**src/rtl/rotate_pkg.sv**
```systemverilog
// Shared segment encodings for the rotating-square display.
package rotate_pkg;
  typedef logic [7:0] seg_t;

  localparam seg_t SEG_UPPER = 8'h9C;
  localparam seg_t SEG_LOWER = 8'hA3;
  localparam seg_t SEG_BLANK = 8'hFF;
  localparam seg_t SEG_DP_OFF = 8'h80;
endpackage

```
**src/rtl/sseg_scan_n.sv**
```systemverilog
// Multiplexed seven-segment scanner: refresh counter, digit index and
// registered active-low an/digit outputs.
module sseg_scan_n
  import rotate_pkg::*;
#(
  parameter int NUM_DIGITS  = 4,
  parameter int REFRESH_DIV = 50_000
) (
  input  logic                        clk,
  input  logic                        reset,
  input  seg_t [NUM_DIGITS-1:0]       seg_i,
  output logic [NUM_DIGITS-1:0]       an_o,
  output seg_t                        digit_o
);
  localparam int RW = (REFRESH_DIV > 1) ? $clog2(REFRESH_DIV) : 1;
  localparam int IW = (NUM_DIGITS > 1) ? $clog2(NUM_DIGITS) : 1;
  localparam logic [RW-1:0] R_LAST = RW'(REFRESH_DIV - 1);
  localparam logic [IW-1:0] I_LAST = IW'(NUM_DIGITS - 1);

  logic [RW-1:0]         rcnt_q, rcnt_d;
  logic [IW-1:0]         idx_q, idx_d;
  logic [NUM_DIGITS-1:0] an_q, an_d;
  seg_t                  dig_q, dig_d;

  always_comb begin
    rcnt_d = rcnt_q + 1'b1;
    idx_d  = idx_q;
    if (rcnt_q == R_LAST) begin
      rcnt_d = '0;
      idx_d  = (idx_q == I_LAST) ? '0 : idx_q + 1'b1;
    end
    an_d         = '1;
    an_d[idx_q]  = 1'b0;
    // Decimal point is never lit regardless of the pattern fed in.
    dig_d        = seg_i[idx_q] | SEG_DP_OFF;
  end

  always_ff @(posedge clk) begin
    if (reset) begin
      rcnt_q <= '0;
      idx_q  <= '0;
      an_q   <= '1;
      dig_q  <= SEG_BLANK;
    end else begin
      rcnt_q <= rcnt_d;
      idx_q  <= idx_d;
      an_q   <= an_d;
      dig_q  <= dig_d;
    end
  end

  assign an_o    = an_q;
  assign digit_o = dig_q;
endmodule

```
**src/rtl/rotate_square_n.sv**
```systemverilog
// Square that circles around a row of seven-segment digits.
// Optional macro ROTATE_STEP_EN adds a manual single-step input.
module rotate_square_n
  import rotate_pkg::*;
#(
  parameter int NUM_DIGITS  = 4,
  parameter int TICK_DIV    = 10_000_000,
  parameter int REFRESH_DIV = 50_000
) (
  input  logic                  clk,
  input  logic                  reset,
  input  logic                  enable,
  input  logic                  clockwise,
  input  logic [1:0]            speed,
`ifdef ROTATE_STEP_EN
  input  logic                  step,
`endif
  output logic [NUM_DIGITS-1:0] an,
  output logic [7:0]            digit
);
  localparam int TW = $clog2(TICK_DIV + 1);
  localparam int PW = (NUM_DIGITS > 0) ? $clog2(2 * NUM_DIGITS) : 1;
  localparam logic [PW-1:0] P_LAST = PW'(2 * NUM_DIGITS - 1);

  logic [TW-1:0] cnt_q, cnt_d;
  logic [PW-1:0] p_q, p_d;
  logic [TW-1:0] term;
  logic          tick, mv;
  seg_t [NUM_DIGITS-1:0] seg;

  // Terminal follows the live speed, so a faster setting with an already
  // larger count fires immediately instead of wrapping around.
  assign term = TW'(TICK_DIV >> speed) - 1'b1;
  assign tick = enable && (cnt_q >= term);

  always_comb begin
    cnt_d = cnt_q;
    p_d   = p_q;
    mv    = 1'b0;
    if (enable) begin
      if (tick) begin
        cnt_d = '0;
        mv    = 1'b1;
      end else begin
        cnt_d = cnt_q + 1'b1;
      end
    end
`ifdef ROTATE_STEP_EN
    else if (step) begin
      mv = 1'b1;
    end
`endif
    if (mv) begin
      if (clockwise) p_d = (p_q == P_LAST) ? '0 : p_q + 1'b1;
      else           p_d = (p_q == '0) ? P_LAST : p_q - 1'b1;
    end
  end

  always_ff @(posedge clk) begin
    if (reset) begin
      cnt_q <= '0;
      p_q   <= '0;
    end else begin
      cnt_q <= cnt_d;
      p_q   <= p_d;
    end
  end

  // Upper half walks leftward-indexed digits N-1..0, lower half 0..N-1.
  for (genvar d = 0; d < NUM_DIGITS; d++) begin : g_pat
    localparam logic [PW-1:0] UP_P = PW'(NUM_DIGITS - 1 - d);
    localparam logic [PW-1:0] LO_P = PW'(NUM_DIGITS + d);
    assign seg[d] = (p_q == UP_P) ? SEG_UPPER :
                    (p_q == LO_P) ? SEG_LOWER : SEG_BLANK;
  end

  sseg_scan_n #(
    .NUM_DIGITS (NUM_DIGITS),
    .REFRESH_DIV(REFRESH_DIV)
  ) u_scan (
    .clk    (clk),
    .reset  (reset),
    .seg_i  (seg),
    .an_o   (an),
    .digit_o(digit)
  );
endmodule
```
**config.mk**
```make
export PLATFORM = sky130hd
export DESIGN_NAME = rotate_square_n
export DESIGN_NICKNAME = d
export VERILOG_FILES = /design/src/rtl/rotate_pkg.sv /design/src/rtl/sseg_scan_n.sv /design/src/rtl/rotate_square_n.sv
export SDC_FILE = /design/constraint.sdc
export NUM_CORES = 1
export LEC_CHECK = 0
export ABC_AREA = 0
export CORE_AREA = 4 4 92 94
export CTS_CLUSTER_DIAMETER = 150
export DETAILED_ROUTE_END_ITERATION = 8
export DIE_AREA = 0 0 96 98
export HOLD_SLACK_MARGIN = 0.05
export MAX_ROUTING_LAYER = met4
export SYNTH_ARGS = -nofsm -noshare
export SYNTH_HDL_FRONTEND = slang
export SYNTH_HIERARCHICAL = 1
export SYNTH_SLANG_ARGS = --single-unit
```
**constraint.sdc**
```tcl
create_clock -name clk -period 4.8 [get_ports clk]
set_input_delay 1.2 -clock clk [delete_from_list [all_inputs] [get_ports clk]]
set_output_delay 1.2 -clock clk [all_outputs]
set_load 0.01 [all_outputs]
```
==> out/qor.yml <==
first_pass_grt_wire_length_um: 11000
post_synth_instance_area_um2: 3373
timing.hold.worst.class: "reg -> reg"
layout_commonest_cell: "dfxtp_1"
routed_wire_length_per_instance_um: 12.96
p_switching_w: 0.0002031
ant_nets: 0
cp.arrival_ns: 4.30
grt_util_all_layers_pct: 14.99
worstSetupPathType: "in -> reg"
worst_ir_drop_vdd_mv: 0.1353
post_dp_area_um2: 3587
proportion_of_layout_cells_with_a_drive_suffix_above_1_pct: 9.922
totalWireLength_um: 6286
timing.max_cap.violations: 0
worst_slew_pin_slew_ns: 0.6029
detailed_route_drc_error_count: 0
gp_congestion: 0.8730
outcome: "finished clean"
clk_path_buf_depth: 2
buffer_ports.inserted: 16
final.fill_count: 755
drtIter0Drc: 94
cts_tree: "built"
place_hpwl_um: 4868
grt.overflow.total: 0
cts_setup_buffers: 0
cts_resized: 0
die-area_um2: 9408
p_comb_share_pct: 7.6
dr_total_vias: 2461
timing.hold.worst_path_depth: 1
area_growth_syn_to_layout_pct: 9.051
critPathMaxFanout: 8
die_height_um: 98
floorplan.initialDensity_pct: 44.11
power_report.internal_total_w: 0.0006007
ctsHoldBuffers: 0
cts_buffers: 5
clkSinkCount: 56
relSlewSlack_pct: 59.81
final_hold_viol_count: 0
final_area_um2: 3679
report.final.slew_viol_count: 0
number_of_endpoints_failing_setup_at_the_final_stage: 0
power.sequential.fraction_pct: 59.6
drt_first_pass_iters: 4
dieWidth_um: 96
grt_setup_unrepaired: "false"
period_share_pct: 84.96
antenna-diode-count: 0
netlist_instances: 369
timing.reg2reg.worst_path_depth: 7
avgSynthCellArea_um2: 9.142
cts.reportedPaths.clkPinSlew_ns: 0.10
finalPower_w: 0.0008038
most-common-layout-cells: "56 x dfxtp_1, 53 x nor2_1, 40 x ha_1"
cts_max_level: 2
io_pins: 18
power_per_unit_of_standard_cell_area_nw_per_um2: 218.5
clockPowerShare_pct: 32.8
finClkSkew_ns: 0.01256
clock_tree.root_cell: "clkbuf_8"
ys_warn_count: 6
core_area_um2: 7647
synth_fp_nets: 415
max_freq_ghz: 0.2452
nNetsFinal: 428
cellLeakagePower_nw: 1.390
grt_max_degree: 21
crit_path_end_kind: "flop"
std_cell_rows: 32
time_the_final_worst_path_needs_with_i_o_delays_and_setup_ns: 4.078
worstSkewPairLatency_ns: 0.31
number_of_global_route_vias_before_repair: 2308
grt_antenna_before_repair: 0
crit_required_ns: 5.02
critPathLaunchType: "primary input"
switching_share_pct: 25.26
tns_ns: 0
worst_case_hold_slack_ns: 0.4779
routed_vias_inst: 5.074
worst paths after layout:
kind                          startpoint                     endpoint  slack (ns)
min          u_scan/rcnt_q[0]$_SDFF_PP0_  u_scan/rcnt_q[0]$_SDFF_PP0_        0.48
max reg2reg       cnt_q[19]$_SDFFE_PP0P_        cnt_q[6]$_SDFFE_PP0P_        2.56
max                             speed[1]       cnt_q[19]$_SDFFE_PP0P_        0.72
min reg2reg  u_scan/rcnt_q[0]$_SDFF_PP0_  u_scan/rcnt_q[0]$_SDFF_PP0_        0.48
power by group through the flow:
stage	Clock [W]	Sequential [W]	Combinational [W]
6_report	0.000264	0.000479	0.0000609
5_1_grt	0.000300	0.000481	0.0000709
4_1_cts	0.000276	0.000479	0.0000616
3_5_place_dp	0	0.000490	0.0000612
3_3_place_gp	0	0.000489	0.0000591
2_1_floorplan	0	0.000488	0.0000462
worst max-delay path, stage by stage:
cell and delay [ns]:
clkdlybuf4s50_1 0.64, inv_1 0.15, ha_1 0.37, nor4_1 0.31, xor2_1 0.17, nor2_1 0.06, ha_1 0.26, nand2_1 0.07
o21ai_0 0.11, a22oi_2 0.24, nand4b_2 0.20, or2_1 0.29, o31ai_1 0.22
state kept, by name, summed over array words and instances, names as in the netlist:
register	flops
cnt_q	24
p_q	3
u_scan/idx_q	2
u_scan/an_o	4
u_scan/rcnt_q	16
u_scan/digit_o	7
routing by layer:
| layer | vias up | global-route usage (%) | wire [µm] |
|---|---|---|---|
| met4 | 0 | 2.298 | 34 |
| met1 | 1134 | 20.00 | 3065 |
| li1 | 1297 | - | - |
| met3 | 4 | 3.236 | 135 |
| met2 | 26 | 23.69 | 3051 |
| met5 | - | - | 0 |
layout make-up:
type	instances	area, µm²	share of cell area, %
clock buffer	5	68.82	1.871
clock inverter	3	22.52	0.6122
inverter	20	75.07	2.041
multi-input combinational	282	2096	56.97
sequential	56	1121	30.48
tap	102	127.6	3.469
timing repair buffer	17	167.7	4.558
per-stage QoR:
| stage | instances | utilization, % | setup WS (ns) |
|---|---|---|---|
| 2_1_floorplan | 369 | - | 1.359 |
| 3_3_place_gp | 477 | 46.91 | 0.5083 |
| 3_5_place_dp | 477 | 46.91 | 0.4118 |
| 4_1_cts | 485 | 48.10 | 0.7344 |
| 5_1_grt | 485 | 48.10 | 0.4483 |
| 6_report | 485 | 48.10 | 0.7218 |
Power figures use the tool's default switching activity.
